$ cat src/rtl/seq_divider_pkg.sv
// Shared types and constants for the sequential restoring divider (package div_pkg).
package div_pkg;

    localparam int DIV_WIDTH = 8;

    typedef enum logic [1:0] {
        IDLE,
        CALC,
        DONE
    } state_e;

    // Fill bit of the divide-by-zero quotient; replicated to the operand width
    // by the user so the helper stays width-agnostic.
    function automatic logic dbz_fill_bit();
        return 1'b1;
    endfunction

endpackage

$ cat src/rtl/seq_divider_if.sv
// Operand and result handshakes of the divider, bundled for port connection.
interface seq_divider_if
    import div_pkg::*;
#(
    parameter int WIDTH = DIV_WIDTH
);
    logic             in_valid;
    logic             in_ready;
    logic [WIDTH-1:0] dividend;
    logic [WIDTH-1:0] divisor;
    logic             out_valid;
    logic             out_ready;
    logic [WIDTH-1:0] quotient;
    logic [WIDTH-1:0] remainder;
    logic             div_by_zero;

    // Producer of operands / consumer of results.
    modport master (
        output in_valid, dividend, divisor, out_ready,
        input  in_ready, out_valid, quotient, remainder, div_by_zero
    );

    // The divider itself.
    modport slave (
        input  in_valid, dividend, divisor, out_ready,
        output in_ready, out_valid, quotient, remainder, div_by_zero
    );
endinterface

$ cat src/rtl/seq_divider_div_step.sv
// One combinational radix-2 restoring step: shift in the next dividend bit,
// trial-subtract the divisor, keep the difference only if it did not go negative.
module div_step #(
    parameter int WIDTH = 8
) (
    input  logic [WIDTH-1:0] rem_i,
    input  logic             bit_i,
    input  logic [WIDTH-1:0] divisor_i,
    output logic [WIDTH-1:0] rem_o,
    output logic             qbit_o
);
    logic [WIDTH:0] shifted;
    logic [WIDTH:0] diff;

    // The shifted remainder is below 2*divisor, so the difference always fits in
    // WIDTH+1 bits and its top bit is the sign.
    always_comb begin
        shifted = {rem_i, bit_i};
        diff    = shifted - {1'b0, divisor_i};
        qbit_o  = ~diff[WIDTH];
        rem_o   = qbit_o ? diff[WIDTH-1:0] : shifted[WIDTH-1:0];
    end
endmodule

$ cat src/rtl/seq_divider.sv
// Iterative radix-2 restoring divider, one quotient bit per cycle.
// Optional macro SIGNED_DIV_EN: two's complement operands, truncating division.
module seq_divider
    import div_pkg::*;
#(
    parameter int WIDTH = DIV_WIDTH
) (
    input  logic          clk,
    input  logic          rst,
    seq_divider_if.slave  bus
);
    localparam int CW = $clog2(WIDTH);

    state_e           state_q, state_d;
    // A restored partial remainder is always below the divisor, so the extra
    // top bit of the WIDTH+1-bit remainder is never set and is not stored.
    logic [WIDTH-1:0] r_q, r_d;
    logic [WIDTH-1:0] q_q, q_d;
    logic [WIDTH-1:0] dvsr_q, dvsr_d;
    logic [WIDTH-1:0] quot_q, quot_d;
    logic [WIDTH-1:0] rem_q, rem_d;
    logic             dbz_q, dbz_d;
    logic [CW-1:0]    cnt_q, cnt_d;

    logic [WIDTH-1:0] a_mag, b_mag;
    logic [WIDTH-1:0] step_r, q_next;
    logic             step_q;

`ifdef SIGNED_DIV_EN
    logic qneg_q, qneg_d;
    logic rneg_q, rneg_d;

    // Magnitudes feed the unsigned loop; the most-negative value maps to itself,
    // which read as unsigned is exactly its magnitude.
    assign a_mag = bus.dividend[WIDTH-1] ? -bus.dividend : bus.dividend;
    assign b_mag = bus.divisor[WIDTH-1]  ? -bus.divisor  : bus.divisor;
`else
    assign a_mag = bus.dividend;
    assign b_mag = bus.divisor;
`endif

    div_step #(.WIDTH(WIDTH)) u_step (
        .rem_i     (r_q),
        .bit_i     (q_q[WIDTH-1]),
        .divisor_i (dvsr_q),
        .rem_o     (step_r),
        .qbit_o    (step_q)
    );

    assign q_next = {q_q[WIDTH-2:0], step_q};

    assign bus.in_ready    = (state_q == IDLE);
    assign bus.out_valid   = (state_q == DONE);
    assign bus.quotient    = quot_q;
    assign bus.remainder   = rem_q;
    assign bus.div_by_zero = dbz_q;

    // Next-state and datapath control.
    always_comb begin
        state_d = state_q;
        r_d     = r_q;
        q_d     = q_q;
        dvsr_d  = dvsr_q;
        quot_d  = quot_q;
        rem_d   = rem_q;
        dbz_d   = dbz_q;
        cnt_d   = cnt_q;
`ifdef SIGNED_DIV_EN
        qneg_d  = qneg_q;
        rneg_d  = rneg_q;
`endif
        case (state_q)
            IDLE: begin
                if (bus.in_valid) begin
                    dvsr_d = b_mag;
                    dbz_d  = 1'b0;
`ifdef SIGNED_DIV_EN
                    qneg_d = bus.dividend[WIDTH-1] ^ bus.divisor[WIDTH-1];
                    rneg_d = bus.dividend[WIDTH-1];
`endif
                    if (bus.divisor == '0) begin
                        quot_d  = {WIDTH{dbz_fill_bit()}};
                        rem_d   = bus.dividend;
                        dbz_d   = 1'b1;
                        state_d = DONE;
                    end else begin
                        r_d     = '0;
                        q_d     = a_mag;
                        cnt_d   = CW'(WIDTH - 1);
                        state_d = CALC;
                    end
                end
            end
            CALC: begin
                r_d   = step_r;
                q_d   = q_next;
                cnt_d = cnt_q - 1'b1;
                if (cnt_q == '0) begin
`ifdef SIGNED_DIV_EN
                    quot_d = qneg_q ? -q_next : q_next;
                    rem_d  = rneg_q ? -step_r : step_r;
`else
                    quot_d = q_next;
                    rem_d  = step_r;
`endif
                    state_d = DONE;
                end
            end
            DONE: begin
                if (bus.out_ready) state_d = IDLE;
            end
            default: state_d = IDLE;
        endcase
    end

    // State and datapath registers; reset discards any division in flight.
    always_ff @(posedge clk) begin
        if (rst) begin
            state_q <= IDLE;
            r_q     <= '0;
            q_q     <= '0;
            dvsr_q  <= '0;
            quot_q  <= '0;
            rem_q   <= '0;
            dbz_q   <= 1'b0;
            cnt_q   <= '0;
`ifdef SIGNED_DIV_EN
            qneg_q  <= 1'b0;
            rneg_q  <= 1'b0;
`endif
        end else begin
            state_q <= state_d;
            r_q     <= r_d;
            q_q     <= q_d;
            dvsr_q  <= dvsr_d;
            quot_q  <= quot_d;
            rem_q   <= rem_d;
            dbz_q   <= dbz_d;
            cnt_q   <= cnt_d;
`ifdef SIGNED_DIV_EN
            qneg_q  <= qneg_d;
            rneg_q  <= rneg_d;
`endif
        end
    end
endmodule

$ cat src/flat_wrapper.sv
// flat-port wrapper written by rule: the top's interface ports become plain ports
module seq_divider_flat import div_pkg::*;
#(
    parameter int WIDTH = DIV_WIDTH
)
  (clk, rst, bus_in_valid, bus_dividend, bus_divisor, bus_out_ready, bus_in_ready, bus_out_valid, bus_quotient, bus_remainder, bus_div_by_zero);
  seq_divider_if #(.WIDTH(WIDTH)) bus_i ();
  input  logic clk;
  input  logic rst;
  input wire logic [$bits(bus_i.in_valid)-1:0] bus_in_valid;
  input wire logic [$bits(bus_i.dividend)-1:0] bus_dividend;
  input wire logic [$bits(bus_i.divisor)-1:0] bus_divisor;
  input wire logic [$bits(bus_i.out_ready)-1:0] bus_out_ready;
  output wire logic [$bits(bus_i.in_ready)-1:0] bus_in_ready;
  output wire logic [$bits(bus_i.out_valid)-1:0] bus_out_valid;
  output wire logic [$bits(bus_i.quotient)-1:0] bus_quotient;
  output wire logic [$bits(bus_i.remainder)-1:0] bus_remainder;
  output wire logic [$bits(bus_i.div_by_zero)-1:0] bus_div_by_zero;
  assign bus_i.in_valid = bus_in_valid;
  assign bus_i.dividend = bus_dividend;
  assign bus_i.divisor = bus_divisor;
  assign bus_i.out_ready = bus_out_ready;
  assign bus_in_ready = bus_i.in_ready;
  assign bus_out_valid = bus_i.out_valid;
  assign bus_quotient = bus_i.quotient;
  assign bus_remainder = bus_i.remainder;
  assign bus_div_by_zero = bus_i.div_by_zero;
  seq_divider #(.WIDTH(WIDTH)) u_core (.clk(clk), .rst(rst), .bus(bus_i));
endmodule
$ cat config.mk
export PLATFORM = sky130hd
export DESIGN_NAME = seq_divider_flat
export DESIGN_NICKNAME = d
export VERILOG_FILES = /design/src/rtl/seq_divider_pkg.sv /design/src/rtl/seq_divider_if.sv /design/src/rtl/seq_divider_div_step.sv /design/src/rtl/seq_divider.sv /design/src/flat_wrapper.sv
export SDC_FILE = /design/constraint.sdc
export NUM_CORES = 1
export LEC_CHECK = 0
export CAP_MARGIN = 5
export CELL_PAD_IN_SITES_DETAIL_PLACEMENT = 1
export CELL_PAD_IN_SITES_GLOBAL_PLACEMENT = 2
export CORE_MARGIN = 1
export CORE_UTILIZATION = 28
export DETAILED_ROUTE_END_ITERATION = 16
export GPL_TIMING_DRIVEN = 0
export HOLD_SLACK_MARGIN = 0.06
export MAX_ROUTING_LAYER = met4
export PLACE_DENSITY_LB_ADDON = 0.3
export SLEW_MARGIN = 0
export SYNTH_ARGS = -nofsm -noshare
export SYNTH_HDL_FRONTEND = slang
export SYNTH_SLANG_ARGS = --single-unit
$ cat constraint.sdc
create_clock -name clk -period 2.29 [get_ports clk]
set_input_delay 0.229 -clock clk [delete_from_list [all_inputs] [get_ports clk]]
set_output_delay 0.229 -clock clk [all_outputs]
set_load 0.03 [all_outputs]
Word-level counts from Yosys, hierarchy flattened
Cells that the tools add are included.
{"block": "totals", "register_bits": 46, "wordCells": 50}
{"block": "classes", "addsub": 2, "eq_ne": 7, "n_mux": 24, "n_bitwise": 1, "reduce_logical": 8}
{"cell": "8-bit 2-to-1 mux", "count": 11}
{"cell": "8-bit one-hot mux with 2 select lines", "count": 4}
{"cell": "9-bit by 8-bit subtractor with 9-bit output", "count": 1}
{"cell": "8-bit logical NOT", "count": 1}
{"cell": "2-bit 2-to-1 mux", "count": 4}
{"cell": "3-bit 2-to-1 mux", "count": 2}
{"cell": "2-bit inequality test, second input constant", "count": 3}
{"cell": "2-bit one-hot mux with 3 select lines", "count": 1}
{"cell": "3-bit one-hot mux with 2 select lines", "count": 1}
{"cell": "3-bit AND reduction", "count": 2}
{"cell": "2-bit by 1-bit inequality test with 1-bit output, second input constant", "count": 2}
{"cell": "4-bit AND reduction", "count": 1}
{"cell": "3-bit logical NOT", "count": 1}
{"cell": "3-bit by 1-bit subtractor with 3-bit output, second input constant", "count": 1}
{"cell": "2-bit by 1-bit equality test with 1-bit output, second input constant", "count": 1}
{"cell": "2-bit equality test, second input constant", "count": 1}
{"cell": "2-bit logical NOT", "count": 1}
{"cell": "2-bit AND reduction", "count": 1}
{"cell": "2-bit nonzero test", "count": 1}
{"cell": "1-bit 2-to-1 mux", "count": 1}
{"cell": "1-bit inverter", "count": 1}

Logic depth before layout (Yosys ltp)
Gate-level depths: netlist of the first run.
{"block": "logic_depth", "depth_word": 4, "depth_mapped": 11, "depth_no_buf": 10}

Hierarchy
From an unflattened synthesis of the first run, not the netlist that was laid out.
{"block": "unflattened", "cells_unflattened": 259, "hier_area_um2": 2329.7}
{"mod": "seq_divider", "instances": 1, "cells_per_inst": 201, "area_each_um2": 1844.3}
{"mod": "div_step", "instances": 1, "cells_per_inst": 58, "area_each_um2": 485.5}

Worst setup path after synthesis of the first run
No wires, ideal clock.
{"block": "synth_path", "path_kind": "reg2reg", "from": "reg u_core.q_q[7]", "to": "reg u_core.rem_q[7] (netlist: u_core.bus.remainder[7])", "setup_time_ns": 0.088, "arrival_time_ns": 2.362, "setup_slack_ns": -0.160, "stages_incl_launch_ff": 12, "synth_period_minus_slack_ns": 2.450, "path_cell_list": "dfxtp_1 -> inv_1 -> ha_1 -> inv_1 -> fa_1 -> a211oi_2 -> nor3_2 -> mux2i_2 -> or2_1 -> buf_6 -> a211o_1 -> a311oi_2"}
{"block": "synth_between", "elab_chain_cells": 4}
{"element": "from (decl)", "line_no": "seq_divider.sv:18", "rtl": "logic [WIDTH-1:0] q_q, q_d;"}
{"element": "from (signal assigned)", "line_no": "seq_divider.sv:134", "rtl": "q_q <= q_d;"}
{"element": "9-bit by 8-bit subtractor with 9-bit output", "line_no": "seq_divider_div_step.sv:19", "rtl": "diff = shifted - {1'b0, divisor_i};"}
{"element": "8-bit 2-to-1 mux", "line_no": "seq_divider_div_step.sv:21", "rtl": "rem_o = qbit_o ? diff[WIDTH-1:0] : shifted[WIDTH-1:0];"}
{"element": "8-bit 2-to-1 mux", "line_no": "seq_divider.sv:98", "rtl": "if (cnt_q == '0) begin"}
{"element": "8-bit one-hot mux with 2 select lines", "line_no": "seq_divider.sv:72", "rtl": "case (state_q)"}
{"element": "to (signal assigned)", "line_no": "seq_divider.sv:137", "rtl": "rem_q <= rem_d;"}
{"element": "to (decl)", "line_no": "seq_divider.sv:21", "rtl": "logic [WIDTH-1:0] rem_q, rem_d;"}
Every way passes these cells. The select of a mux whose other input is x is not followed.
A chain may end at the register's enable or synchronous reset.

Worst setup path after layout of the first run
{"block": "layout_path", "from": "reg u_core.q_q[7]", "to": "reg u_core.rem_q[4] (netlist: u_core.bus.remainder[4])"}
The elaborated chain is that of the path after synthesis.

==> impl_results.md, run 1 <==
- Worst EP arrival: 2670 ps
- Metal2 WL: 3290 um
- CP Class: reg2reg
- Max Fclk: 401 MHz
- Cts bufs inserted: 5
- Count of flip-flops with a built-in enable after synthesis: 0
- Dpl hpwl: 5150 um
- Vias in the first global route: 2287
- FF-to-FF Start: u_core.q_q[7]
- Clock transition at path regs: 100 ps
- Async S/R FF share, synth: 0%
- Tcrit/Tclk final: 109%
- Critical R2R Capture: u_core.bus.remainder[4]
- Post-synth net total: 317
- Cell Area, Synth: 0.00233 sq mm
- First-pass GRT wire length: 11400 um
- CP endpoint: u_core.bus.remainder[4]
- Crit path from: u_core.q_q[7]
- Hold Path Class: in2reg
- Clk_skew: 8.13 ps
- Post-synthesis mux area share: 1.07%
- DR iter-0 viols: 50
- Slew @ Worst Pin: 639 ps
- Initial antenna violation count: 0
- Post-CTS Hold Fix Bufs: 0
- Antenna-violating nets left: 0
- Simple-gate share of the synthesized area: 21.6%
- Grt total ovfl: 0
- Largest net degree at the start of global routing: 17
- Run status: complete, but fails checks
- Via/cell ratio: 5.09
- Setup slack, reg-to-reg: -200 ps
- Nets@finish: 369
- Failing checks: negative setup slack
- Input/output buffers: 37
- Global Route Usage Sum: 17.5%
- Non-Filler Instances: 441
- Final hold slack: 138 ps
- DR vias: 2246
- Syn avg cell area: 8.15 sq um
- PwrDens: 908 mW/mm^2
- H-tree depth: 2
- TritonCTS clock tree: done
- DRC Markers: 0
- CTS max path bufs: 2
- Final setup vio count: 15
- Pre-Repair DR Iteration Count: 4
- Rows: 32
- Final instance area: 0.00313 sq mm
- Met1 WL: 3420 um
- Highest routing layer actually used: met4
- Clk_lat worst skew: 310 ps
- Die height: 93.3 um
- Final WL: 7000 um
- Antenna cells: 0
- FILL cells: 943
- Setup WS pre-CTS: -425 ps
- Final GP Congestion: 0.744
- Relative max-transition margin: 57.2%
- Area share of fa/ha/maj cells after synthesis: 6.22%
- Die W: 93.3 um
- Initial core utilization: 29.6%
- P&R area growth vs syn: 34.4%
- Core area: 0.00789 sq mm
- Sequential-to-total area share from yosys stat: 39.5%
- Largest family of logic cells by synthesized area: compound AO/OA/AOI/OAI gates
- Met3 wire length: 209 um
- Synth warn: 0
- I/O pins: 39
- Layout cell share with drive strength beyond 1: 15.6%
- CP max FO: 8
- Hold Vio Cnt, Final: 0
- CTS root buf: clkbuf_8
- Final critical-path required period: 2490 ps
- CTS sink count: 46
- Worst VDD drop: 0.256 mV
- Core Util, Final: 39.7%
- Area of the multi-input gates: 0.00137 sq mm
- Max Slew Vio Count: 0
- Setup ws final: -203 ps
- CP Capture Type: register
- Die area: 0.00870 sq mm
- Dpl cells: 425
- Cells after Synth: 286
- Distinct cells, synth: 42
- RSZ-0062 raised after global routing: true
- Startpoint Class: register
- Reg area: 926 sq um
- Max cap viols: 0
- Reg2reg path depth: 12
- Post-Synth XOR/XNOR Area: 1.50%
- Wire per inst: 15.9 um
- Synth Flop Type: dfxtp_1
- Placed Area: 0.00285 sq mm
- FF+latch count, synth: 46
- Post-synthesis compound-gate area fraction: 22.3%
- P_leak: 1.12 nW
- Worst Path Required: 2460 ps
## synthesized netlist by cell type (4+ instances only)
cell type	number	area share, %
a211oi_1	8	2.6
a21oi_1	24	5.2
a311oi_1	16	6.0
a31oi_1	5	1.3
clkbuf_1	9	1.4
clkbuf_8	4	2.4
dfxtp_1	46	39
ha_1	10	5.4
inv_1	15	2.4
nand2_1	48	7.7
nand3_1	5	1.1
nor2_1	41	6.6
nor2b_1	4	1.1
nor3_1	7	1.5
o21ai_0	5	1.1
xnor2_1	4	1.5
## layout make-up
class | count | share of cell area (%)
Multi-Input combinational cell | 208 | 43.7
Inverter | 15 | 1.80
Tap cell | 102 | 4.07
Clock inverter | 3 | 0.798
Sequential cell | 46 | 29.5
Buffer | 17 | 4.07
Timing Repair Buffer | 45 | 13.9
Clock buffer | 5 | 2.20
## state kept, by name, indices dropped and copies added (netlist names)
name / flops
u_core.cnt_q: 3
u_core.state_q: 2
u_core.bus.remainder: 8
u_core.bus.quotient: 8
u_core.q_q: 8
u_core.bus.div_by_zero: 1
u_core.r_q: 8
u_core.dvsr_q: 8
## cells by family after synthesis
family	count (synthesis)
adders and majority gates	11
xor gates and xnor gates	4
buffers and inverters	32
AOI/OAI and AO/OA	74
and+or+nand+nor	117
DFF	46
muxes	2
## worst max-delay path, cell delays in order, from the launching register on
cell,delay [ps]
dfxtp_4,370
inv_2,60
ha_4,130
inv_2,30
fa_2,370
a211oi_4,280
nor3_4,90
mux2i_4,210
or2_1,230
buf_6,140
buf_4,140
a21oi_4,190
a311oi_2,110
## what timing repair did
action,CTS,global route
setup buffers,6,2
pin swaps,6,7
endpoints found under the setup margin,28,32
gates resized for setup,13,16
## power by group
group,internal (W),switching (W)
registers,0.000892,0.0000619
clock network,0.000221,0.000326
logic,0.000598,0.000749
## worst min-delay path by stage
stage | from | endpoint | slack [ps] | depth (start not counted)
after CTS | rst | u_core.q_q[7] | 130 | 2
after global placement | u_core.dvsr_q[7] | u_core.dvsr_q[7] | 450 | 2
after global routing | rst | u_core.q_q[7] | 150 | 2
after floorplan | bus_divisor[0] | u_core.dvsr_q[0] | 360 | 2
after detailed placement | u_core.dvsr_q[6] | u_core.dvsr_q[6] | 450 | 2
final | rst | u_core.q_q[7] | 140 | 2
## layout by cell type, fill, tap and decap left out, types with 2 or more instances in the layout
| cell | instances |
|---|---|
| nand2_1 | 48 |
| dfxtp_1 | 44 |
| nor2_1 | 40 |
| clkdlybuf4s50_1 | 37 |
| a21oi_1 | 20 |
| a311oi_1 | 15 |
| inv_1 | 13 |
| clkbuf_8 | 9 |
| ha_1 | 9 |
| clkbuf_1 | 8 |
| a211oi_1 | 8 |
| buf_4 | 7 |
| nor3_1 | 5 |
| nand3_1 | 5 |
| xnor2_1 | 4 |
| buf_6 | 3 |
| nor2b_1 | 3 |
| a21oi_2 | 3 |
| o21ai_1 | 3 |
| nor3_4 | 3 |
| a31oi_1 | 3 |
| inv_2 | 2 |
| and2_1 | 2 |
| nand4b_1 | 2 |
| clkbuf_2 | 2 |
| a21oi_4 | 2 |
| a221oi_1 | 2 |
| o21a_1 | 2 |
| o21ai_0 | 2 |
| o21bai_1 | 2 |
| a311oi_2 | 2 |
| a31oi_4 | 2 |
| o211ai_1 | 2 |
## stage by stage
step                TNS, ps  power (W)
CTS                   -2200    0.00275
finish                -2170    0.00285
floorplan              -215    0.00170
global route          -3910    0.00303
global placement     -10370    0.00199
detailed placement   -10600    0.00202
## per-layer routing
layer  track usage (%)  vias to the layer above
met4              4.36                        0
met2              28.4                       30
met5                 -                        -
met3              3.09                        7
met1              22.5                     1095
li1                  -                     1114
Note: power is estimated with default switching activity, not from simulation.
==> run 2: changes to the inputs <==
--- a/config.mk
+++ b/config.mk
@@ -8,7 +8,7 @@
 export CAP_MARGIN = 5
 export CELL_PAD_IN_SITES_DETAIL_PLACEMENT = 1
 export CELL_PAD_IN_SITES_GLOBAL_PLACEMENT = 2
-export CORE_MARGIN = 1
+export CORE_MARGIN = 3
 export CORE_UTILIZATION = 28
 export DETAILED_ROUTE_END_ITERATION = 16
 export GPL_TIMING_DRIVEN = 0
==> impl_results.md, run 2 (synthesis results as in run 1) <==
- Run status: complete, but fails checks (unchanged)
- Failing checks: negative setup slack (unchanged)
- Final GP Congestion: 0.737 (was 0.744)
- Final WL: 7140 um (was 7000 um)
- Cts bufs inserted: 5 (unchanged)
- Non-Filler Instances: 440 (was 441)
- Most frequent cells in the layout: 47 x nand2_1, 44 x dfxtp_1, 40 x nor2_1 (was 48 x nand2_1, 44 x dfxtp_1, 40 x nor2_1)
- Final setup vio count: 17 (was 15)
- Max cap viols: 0 (unchanged)
- Hold Path Class: in2reg (unchanged)
- GR peak layer: met2 (unchanged)
- PwrDens: 930 mW/mm^2 (was 908 mW/mm^2)
- GRT met3 Usage: 2.23% (was 3.09%)
- FILL cells: 923 (was 943)
- Slowest stage cell, crit path: fa_2 (was dfxtp_4)
- Initial core utilization: 29.6% (unchanged)
- Clock transition at path regs: 100 ps (about the same)
- Core area: 0.00789 sq mm (unchanged)
- Crit path cell chain: inv_2 -> ha_4 -> inv_2 -> fa_2 -> a211oi_4 -> nor3_4 -> mux2i_4 -> or2_4 -> buf_6 -> a211o_1 -> a311oi_2 (was inv_2 -> ha_4 -> inv_2 -> fa_2 -> a211oi_4 -> nor3_4 -> mux2i_4 -> or2_1 -> buf_6 -> buf_4 -> a21oi_4 -> a311oi_2)
- Dpl cells: 425 (unchanged)
- CP Capture Type: register (unchanged)
- Antenna-violating nets left: 0 (unchanged)
- Worst VDD drop: 0.352 mV (was 0.256 mV)
- H-tree depth: 2 (unchanged)
- CP Buf/Inv Count: 3 (was 4)
- Relative max-transition margin: 56.6% (was 57.2%)
- Setup ws final: -208 ps (was -203 ps)
- Vias in the first global route: 2395 (was 2287)
- DR vias: 2209 (was 2246)
- DR iter-0 viols: 79 (was 50)
- Final critical-path required period: 2500 ps (was 2490 ps)
- CTS max path bufs: 2 (unchanged)
- Largest net degree at the start of global routing: 17 (unchanged)
- Global Route Usage Sum: 16.2% (was 17.5%)
- DRC Markers: 0 (unchanged)
- Die height: 97.3 um (was 93.3 um)
- Reg area: 923 sq um (was 926 sq um)
- Commonest non-fill, non-tap cell in the layout: nand2_1 (unchanged)
- Clk_skew: 10.8 ps (was 8.13 ps)
- Nets@finish: 368 (was 369)
- First-pass GRT wire length: 12100 um (was 11400 um)
- Global-route met2 utilization: 26.6% (was 28.4%)
- Die W: 97.3 um (was 93.3 um)
- CTS root buf: clkbuf_8 (unchanged)
- Rows: 32 (unchanged)
- CTS sink count: 46 (unchanged)
- CP max FO: 5 (was 8)
- Pre-Repair DR Iteration Count: 4 (unchanged)
- Via/cell ratio: 5.02 (was 5.09)
- Hold Vio Cnt, Final: 0 (unchanged)
- Final instance area: 0.00316 sq mm (was 0.00313 sq mm)
- Tcrit/Tclk final: 109% (about the same)
- Layout cell share with drive strength beyond 1: 16.9% (was 15.6%)
- Dpl hpwl: 5170 um (was 5150 um)
- Worst EP arrival: 2730 ps (was 2670 ps)
- Area of the multi-input gates: 0.00139 sq mm (was 0.00137 sq mm)
- CP Class: reg2reg (unchanged)
- Initial antenna violation count: 0 (unchanged)
- Die area: 0.00946 sq mm (was 0.00870 sq mm)
- Placed Area: 0.00285 sq mm (unchanged)
- P&R area growth vs syn: 35.3% (was 34.4%)
- Post-CTS Hold Fix Bufs: 0 (unchanged)
- Grt total ovfl: 0 (unchanged)
- Most used cell, CP: inv_2 (unchanged)
- Slew @ Worst Pin: 651 ps (was 639 ps)
- CP delay by family, top: compound AO/OA/AOI/OAI gates (unchanged)
- Clk_lat worst skew: 300 ps (was 310 ps)
- Worst Path Required: 2520 ps (was 2460 ps)
- P_leak: 1.13 nW (was 1.12 nW)
- TritonCTS clock tree: done (unchanged)
- Antenna cells: 0 (unchanged)
- Max Slew Vio Count: 0 (unchanged)
- Wire per inst: 16.2 um (was 15.9 um)
- RSZ-0062 raised after global routing: true (unchanged)
- Crit path largest cell delay: 370 ps (about the same)
- Setup WS pre-CTS: -474 ps (was -425 ps)
- Setup TNS: -2140 ps (was -2170 ps)
- Max Fclk: 400 MHz (was 401 MHz)
- GRT met1 Usage: 21.3% (was 22.5%)
- Startpoint Class: register (unchanged)
- Final hold slack: 151 ps (was 138 ps)
- I/O pins: 39 (unchanged)
- Input/output buffers: 37 (unchanged)
==> run 2: cell types whose count changed in the layout (fill, tap and decap cells not counted), sizes merged <==
cell	previous run	this run
clkbuf	19	17
buf	10	11
==> run 2: final timing paths <==
check	startpoint	endpoint	slack [ps]	cells after the start
hold / removal	rst	u_core.q_q[7]	150	2
setup / recovery	u_core.q_q[7]	u_core.bus.remainder[7]	-210	11
setup reg to reg	u_core.q_q[7]	u_core.bus.remainder[7]	-210	11
hold reg to reg	u_core.dvsr_q[6]	u_core.dvsr_q[6]	460	2
==> run 2: repair_timing <==
| item | in CTS | in global routing |
|---|---|---|
| hold endpoints to repair | 0 | 0 |
| pin swaps | 12 | 7 |
| cloned | 1 | 0 |
| setup endpoints to repair | 29 | 36 |
| setup buffers | 7 | 0 |
| resized for setup | 28 | 7 |
==> run 2: metal layers <==
layer | vias up | wire length (um)
li1 | 1106 | -
met1 | 1072 | 3490
met2 | 27 | 3420
met3 | 4 | 161
met4 | 0 | 66
met5 | - | 0
==> run 2: where the power goes <==
group	leakage [nW]	internal (W)	switching, W	total (W)
clock	0.0447	0.000221	0.000308	0.000529
combinational	0.705	0.000658	0.000796	0.00145
sequential	0.378	0.000892	0.0000616	0.000953
==> run 2: through the flow <==
step | util, % | total power (W)
floorplan | - | 0.00170
global placement | 36.1 | 0.00199
detailed placement | 36.1 | 0.00202
CTS | 39.6 | 0.00293
global route | 40.0 | 0.00313
finish | 40.0 | 0.00294
==> run 2: final cells by class <==
type / count / area share [%]
timing repair buffer: 45 / 14.0
inverter: 15 / 1.78
clock buffer: 5 / 2.18
multi-input combinational: 208 / 44.0
sequential: 46 / 29.3
clock inverter: 3 / 0.793
buffer: 16 / 3.97
tap: 102 / 4.04
==> run 3: changes to the inputs <==
--- a/config.mk
+++ b/config.mk
@@ -14,7 +14,8 @@
 export GPL_TIMING_DRIVEN = 0
 export HOLD_SLACK_MARGIN = 0.06
 export MAX_ROUTING_LAYER = met4
-export PLACE_DENSITY_LB_ADDON = 0.3
+export PLACE_DENSITY = 0.71
+export SETUP_SLACK_MARGIN = 0.4
 export SLEW_MARGIN = 0
 export SYNTH_ARGS = -nofsm -noshare
 export SYNTH_HDL_FRONTEND = slang
==> impl_results.md, run 3 (synthesis results as in run 1) <==
- CP endpoint: u_core.bus.remainder[7] (unchanged)
- Clk pwr share: 19.9% (was 18.0%)
- Antenna-violating nets left: 0 (unchanged)
- Crit path from: u_core.q_q[7] (unchanged)
- Worst Path Required: 2520 ps (about the same)
- Switching power share of the total: 39.3% (was 39.7%)
- Slowest stage cell, crit path: fa_2 (unchanged)
- Setup slack, reg-to-reg: -150 ps (was -210 ps)
- Clk_lat worst skew: 310 ps (was 300 ps)
- Rows: 32 (unchanged)
- Post-CTS Hold Fix Bufs: 0 (unchanged)
- Critical R2R Capture: u_core.bus.remainder[7] (unchanged)
- Clock transition at path regs: 100 ps (about the same)
- Crit path cell chain: inv_2 -> ha_4 -> inv_2 -> fa_2 -> a211oi_4 -> nor3_2 -> mux2i_4 -> or2_1 -> buf_6 -> a211o_1 -> a311oi_2 (was inv_2 -> ha_4 -> inv_2 -> fa_2 -> a211oi_4 -> nor3_4 -> mux2i_4 -> or2_4 -> buf_6 -> a211o_1 -> a311oi_2)
- Initial antenna violation count: 0 (unchanged)
- Crit path largest cell delay: 370 ps (about the same)
- Grt total ovfl: 0 (unchanged)
- Die height: 97.3 um (unchanged)
- Cts bufs inserted: 5 (unchanged)
- Worst EP arrival: 2670 ps (was 2730 ps)
- Max Slew Vio Count: 0 (unchanged)
- Most used cell, CP: inv_2 (unchanged)
- RSZ-0062 raised after global routing: true (unchanged)
- Global Route Usage Sum: 15.4% (was 16.2%)
- Sequential share of power: 35.0% (was 32.5%)
- CTS root buf: clkbuf_8 (unchanged)
- FF-to-FF Start: u_core.q_q[7] (unchanged)
- Nets@finish: 370 (was 368)
- Largest net degree at the start of global routing: 17 (unchanged)
- Final GP Congestion: 0.735 (was 0.737)
- CP Buf/Inv Count: 3 (unchanged)
- CP Capture Type: register (unchanged)
- Power Total: 0.00273 W (was 0.00294 W)
- Final hold slack: 142 ps (was 151 ps)
- Tcrit/Tclk final: 106% (was 109%)
- Vias in the first global route: 2243 (was 2395)
- Initial core utilization: 29.6% (unchanged)
- CP Class: reg2reg (unchanged)
- Wire per inst: 16.1 um (was 16.2 um)
- Failing checks: negative setup slack (unchanged)
- Hold Path Class: in2reg (unchanged)
- P_leak: 1.15 nW (was 1.13 nW)
- Dpl hpwl: 5250 um (was 5170 um)
- DR iter-0 viols: 63 (was 79)
- PwrDens: 858 mW/mm^2 (was 930 mW/mm^2)
- CP delay by family, top: compound AO/OA/AOI/OAI gates (unchanged)
- First-pass GRT wire length: 11600 um (was 12100 um)
- Core area: 0.00789 sq mm (unchanged)
- I/O pins: 39 (unchanged)
- Slew @ Worst Pin: 662 ps (was 651 ps)
- DR vias: 2241 (was 2209)
- Setup ws final: -147 ps (was -208 ps)
- H-tree depth: 2 (unchanged)
- Final WL: 7140 um (unchanged)
- Commonest non-fill, non-tap cell in the layout: nand2_1 (unchanged)
- Stages on the worst setup path: 11 (unchanged)
- Worst VDD drop: 0.391 mV (was 0.352 mV)
- Pre-Repair DR Iteration Count: 4 (unchanged)
- Final critical-path required period: 2440 ps (was 2500 ps)
- Cell internal pwr: 0.00166 W (was 0.00177 W)
- CP max FO: 9 (was 5)
- DRC Markers: 0 (unchanged)
- Input/output buffers: 37 (unchanged)
- Layout cell share with drive strength beyond 1: 17.9% (was 16.9%)
- Antenna cells: 0 (unchanged)
- Die W: 97.3 um (unchanged)
- Max cap viols: 0 (unchanged)
- Sw power: 0.00107 W (was 0.00117 W)
- Relative max-transition margin: 55.9% (was 56.6%)
- Run status: complete, but fails checks (unchanged)
- Comb power frac: 45.1% (was 49.5%)
- Startpoint Class: register (unchanged)
- Via/cell ratio: 5.07 (was 5.02)
- TritonCTS clock tree: done (unchanged)
- Hold Vio Cnt, Final: 0 (unchanged)
- P&R area growth vs syn: 36.3% (was 35.3%)
- Die area: 0.00946 sq mm (unchanged)
- Reg2reg path depth: 11 (unchanged)
- Most frequent cells in the layout: 47 x nand2_1, 44 x dfxtp_1, 40 x nor2_1 (unchanged)
- CTS max path bufs: 2 (unchanged)
- Final setup vio count: 15 (was 17)
- CTS sink count: 46 (unchanged)
- Clk_skew: 10.5 ps (was 10.8 ps)
- Max Fclk: 410 MHz (was 400 MHz)
## run 3: per-layer routing
layer | vias up | global-route usage (%) | wire (um)
met1 | 1100 | 21.1 | 3630
met5 | - | - | 0
met3 | 5 | 2.44 | 154
met2 | 28 | 24.0 | 3310
met4 | 0 | 3.19 | 44
li1 | 1108 | - | -
## run 3: area by class of cell
class	instances	area, sq um
Clock inverter	3	25.0
Fill cell	941	4710
Clock buffer	5	68.8
Inverter	15	56.3
Buffer	17	145
Multi-Input combinational cell	208	1370
Timing Repair Buffer	46	463
Tap cell	102	128
Sequential cell	46	923
## run 3: metrics by stage
step | util [%] | area (sq um) | cells | setup TNS (ps) | setup slack [ps]
after floorplan | - | 2350 | 286 | -217 | -130
after global placement | 36.1 | 2850 | 425 | -10630 | -453
after detailed placement | 36.1 | 2850 | 425 | -10910 | -481
after CTS | 38.8 | 3060 | 437 | -1220 | -150
after global routing | 40.3 | 3180 | 442 | -2610 | -235
final | 40.3 | 3180 | 442 | -1030 | -147
## run 3: how the worst min path moves through the flow
stage | from | to | slack [ps] | cells past startpoint
finish | rst | u_core.q_q[7] | 140 | 2
global route | rst | u_core.q_q[7] | 130 | 2
CTS | rst | u_core.q_q[7] | 140 | 2
detailed placement | u_core.dvsr_q[4] | u_core.dvsr_q[4] | 450 | 2
global placement | u_core.dvsr_q[3] | u_core.dvsr_q[3] | 440 | 2
floorplan | bus_divisor[0] | u_core.dvsr_q[0] | 360 | 2
## run 3: what timing repair did
item / 4_1_cts / 5_1_grt
resized for setup: 25 / 15
pin swaps: 7 / 3
buffers inserted: 4 / 4
gates cloned: 0 / 1
setup endpoints to repair: 38 / 37
## run 3: power by group through the flow
stage | sequential [W] | combinational [W] | clock (W)
3_5_place_dp | 0.000973 | 0.00104 | 0
6_report | 0.000954 | 0.00123 | 0.000543
5_1_grt | 0.000969 | 0.00135 | 0.000588
4_1_cts | 0.000954 | 0.00117 | 0.000560
3_3_place_gp | 0.000971 | 0.00102 | 0
2_1_floorplan | 0.00101 | 0.000695 | 0
## run 3: worst reg2reg max path, stage by stage (launching register included)
cell and delay (ps):
dfxtp_2 350, inv_2 60, ha_4 120, inv_2 30, fa_2 370, a211oi_4 270
nor3_2 110, mux2i_4 220, or2_1 240, buf_6 150, a211o_1 280, a311oi_2 190
==> patch 1, RTL diff (config.mk and constraints of run 3) <==
Reset style: asynchronous (`rst`), changed in one clocked block.
--- a/src/rtl/seq_divider.sv
+++ b/src/rtl/seq_divider.sv
@@ -115,5 +115,5 @@
 
     // State and datapath registers; reset discards any division in flight.
-    always_ff @(posedge clk) begin
+    always_ff @(posedge clk or posedge rst) begin
         if (rst) begin
             state_q <= IDLE;
Function: differs if rst is asserted again (counterexample within 4 cycles, from zero or initial values and one cycle with rst high); with rst held inactive, the same outputs for 10 cycles.
==> patch 1 against run 3 <==
The flow still finishes with violations (negative setup slack). Design area rose by 11%. Routed wire length grew 6.4%. Setup slack got worse by 0.13 ns. Area after synthesis rose by 6.4%. Sequential cell count did not move. Count of clock-buffer cells in the layout increased by 2. Synthesized cell count fell by 6.6%. Largest cell class unchanged. Highest routed layer unchanged.
Power is left out: the tool's default activity adds up to more than one toggle a clock period on the data nets, which glitch-free logic cannot reach.
==> patch 1: results <==
[status]
status = "complete, but fails checks"
violations = "negative setup slack"

[critical_path]
slowest_stage = "dfrtp_1"
rr_endpoint = "u_core.bus.remainder[2]"
worstSetupPathType = "reg2reg"
cp_max_fo = 4
slowest_delay_ns = 0.41
r2r_cells = 11
startpoint = "u_core.q_q[7]"

[drt]
final_antenna_net_count = 0
routed_wl_mm = 7.59
drtIter0Drc = 89
dr.pass1.iters = 4
vias_per_cell = 5.04

[logic_synthesis]
async_reset_ff_frac = 1.00
muxShareOfSynthArea = 0.0726
syn_nets = 298
synthAdderAreaFrac = 0.0585
yosysUniqueCellTypes = 48
ys_warn_count = 0
netlist_top_cells_area = "dfrtp_1, nor2_1, ha_1"
synth_compound_area_frac = 0.165
synthXorXnorAreaFrac = 0.0106
ys_seq_area_frac = 0.464
synth_common_cells = "dfrtp_1, nor2_1, nand2_1"

[placed_design]
gp_congestion = 0.780
placed_area_sq_um = 3020
dp.final_hpwl_mm = 5.43
port-buffer-count = 38

[sta]
final.setup.worst_slack_ns = -0.275
slew_viol_final = 0
setup_viol = 17
slew_headroom = 0.554
skew_ns = 0.0116
hold_ws_ns = 0.158

[finish]
fin_nets = 359
n_antenna_cell = 0
drive_gt1_frac = 0.271
n_fill_cell = 980

[cts]
ctsRootBufferMaster = "clkbuf_8"
cts-buffers-inserted = 5
clk_pin_slew_ns = 0.10
clk-insertion-delay-late_ns = 0.31
clockBufferDepth = 2
postCtsResizedCells = 30
htree_levels = 2
postCtsSetupRepairBufs = 9

[global_route]
grt_antenna_before_repair = 0
grt_max_degree = 38
grt_pass1_wl_mm = 11.8
grt_pass1_vias = 2203
grtUsageTotal = 0.155

[min_path]
hold_class = "in2async"
## patch 1: cell types whose count changed after synthesis, sizes merged, moves of 7 or more
cell,delta
mux2,+9
dfxtp,-46
o21ai,+11
dfrtp,+46
a211oi,-7
a21oi,-8
a31oi,+8
nand2,-16
a311oi,-17
## patch 1: per-layer routing
layer / GRT usage / up-vias / routed length, microns
met5: - / - / 0
met1: 0.224 / 1102 / 3750
li1: - / 1046 / -
met3: 0.0236 / 5 / 201
met2: 0.230 / 34 / 3580
met4: 0.0311 / 0 / 64
## patch 1: final cells by class
class                           instances  area (sq um)  share of cell area
Buffer                                 11          87.6              0.0247
Clock buffer                            7          76.3              0.0215
Clock inverter                          1          30.0             0.00847
Inverter                               17          63.8              0.0180
Multi-Input combinational cell        193          1460               0.412
Sequential cell                        46          1150               0.325
Tap cell                              105           131              0.0371
Timing Repair Buffer                   54           543               0.153
## patch 1: worst min path at each step
| stage | end |
|---|---|
| after floorplan | u_core.state_q[0] |
| after global placement | u_core.bus.div_by_zero |
| after detailed placement | u_core.bus.div_by_zero |
| after CTS | u_core.bus.quotient[7] |
| after global routing | u_core.bus.quotient[7] |
| final | u_core.bus.quotient[7] |
## patch 1: stage by stage
step	cells	setup TNS (ns)	setup WS (ns)
2_1_floorplan	267	-0.259	-0.0740
3_3_place_gp	410	-16.26	-0.400
3_5_place_dp	411	-10.25	-0.420
4_1_cts	429	-3.39	-0.254
5_1_grt	434	-5.28	-0.387
6_report	434	-3.40	-0.275
## patch 1: critical path: cells and delay by family, from the launching register on
family	cells	cell delay, ns
AND/OR/NAND/NOR	3	0.55
buffers and inverters	3	0.29
multiplexers	1	0.28
flip-flops	1	0.41
adder cells (fa/ha/maj)	2	0.51
AO/OA/AOI/OAI	2	0.44
==> patch 2, RTL diff (settings of run 3) <==
Made on the original files. The package constant `DIV_WIDTH` goes from 8 to 16.
--- a/src/rtl/seq_divider_pkg.sv
+++ b/src/rtl/seq_divider_pkg.sv
@@ -2,5 +2,5 @@
 package div_pkg;
 
-    localparam int DIV_WIDTH = 8;
+    localparam int DIV_WIDTH = 16;
 
     typedef enum logic [1:0] {
Interface: changed (resized bus_dividend, bus_divisor, bus_quotient and bus_remainder); port bits go from 39 to 71. The function was not compared with the original's and may differ.
==> patch 2 against run 3 <==
The flow still finishes with violations (negative setup slack). Non-clock buffer count grew 78. Synthesized cell count grew 91%. Critical path depth grew 3. Sequential cell count is 41 higher. Power rose to 3.5 times the old value. Routed wire length increased by 130%. Area after synthesis rose by 89%. Design area is 110% higher. Setup slack worse by 0.17 ns. Critical endpoint is now u_core.bus.remainder[9]. Largest cell class unchanged.
==> patch 2: results <==
[status]
status = "complete, but fails checks"
violations = "negative setup slack"

[placed_design]
port-buffer-count = 69
placed_area_sq_um = 5420
dp.final_hpwl_mm = 11.9
place_inst = 827

[drt]
drtIter0Drc = 258
wl_met3_microns = 589
routed_wl_mm = 16.4
vias = 4442

[logic_synthesis]
syn_nets = 601
yosysUniqueCellTypes = 56
netlist_top_cells_area = "dfxtp_1, nand2_1, a21oi_1"
synth_common_cells = "nand2_1, dfxtp_1, a21oi_1"

[sta]
setup_viol = 34
final.setup.worst_slack_ns = -0.321
slew_headroom = 0.521

[cts]
clk_pin_slew_ns = 0.07
cts-buffers-inserted = 9

[critical_path]
cp_max_fo = 7

[pwr]
swShare = 0.401
power_leakage_nw = 2.56

[global_route]
grt_pass1_vias = 4611
grt_max_degree = 15

[finish]
fin_nets = 719
n_fill_cell = 1822
drive_gt1_frac = 0.276
patch 2: layout make-up:
type,count,area share
Clock buffer,11,0.0364
Multi-Input combinational cell,404,0.439
Sequential cell,87,0.265
Tap cell,211,0.0396
Timing Repair Buffer,107,0.153
Buffer,34,0.0445
Clock inverter,5,0.00864
Inverter,22,0.0131
patch 2: layer usage:
layer,track usage,vias up
met2,0.311,79
met3,0.0402,14
met5,-,-
met4,0.0362,0
li1,-,2162
met1,0.244,2187
patch 2: path summary, 6_finish.rpt:
kind / startpoint / to / slack, ns / cells after the start
max: u_core.q_q[15] / u_core.bus.remainder[9] / -0.32 / 14
min: bus_divisor[1] / u_core.dvsr_q[1] / 0.17 / 3
max reg2reg: u_core.q_q[15] / u_core.bus.remainder[9] / -0.32 / 14
min reg2reg: u_core.bus.quotient[1] / u_core.bus.quotient[1] / 0.45 / 2
patch 2: power by group through the flow:
stage          registers (mW)  logic [mW]  clock network, mW
5_1_grt                  2.07        6.27               1.62
2_1_floorplan            2.17        2.54                  0
4_1_cts                  2.01        4.76               1.55
6_report                 2.03        5.87               1.52
3_3_place_gp             2.02        3.81                  0
3_5_place_dp             2.03        3.84                  0
patch 2: cells by family after synthesis:
kind of cell | synth area share
XOR/XNOR | 0.0275
buffers and inverters | 0.0533
adder cells (fa/ha/maj) | 0.0527
AND/OR/NAND/NOR | 0.198
AO/OA/AOI/OAI | 0.239
flip-flops | 0.394
multiplexers | 0.0357
patch 2: timing repair:
item / CTS / global route
setup buffers: 16 / 21
pin swaps: 26 / 36
setup endpoints to repair: 69 / 70
gates resized for setup: 104 / 78
gates cloned: 0 / 1
patch 2: tightest hold or removal path, cell delays in order:
cell and delay, ns:
dlymetal6s2s_1 0.14, nand2_1 0.06, a21oi_1 0.05
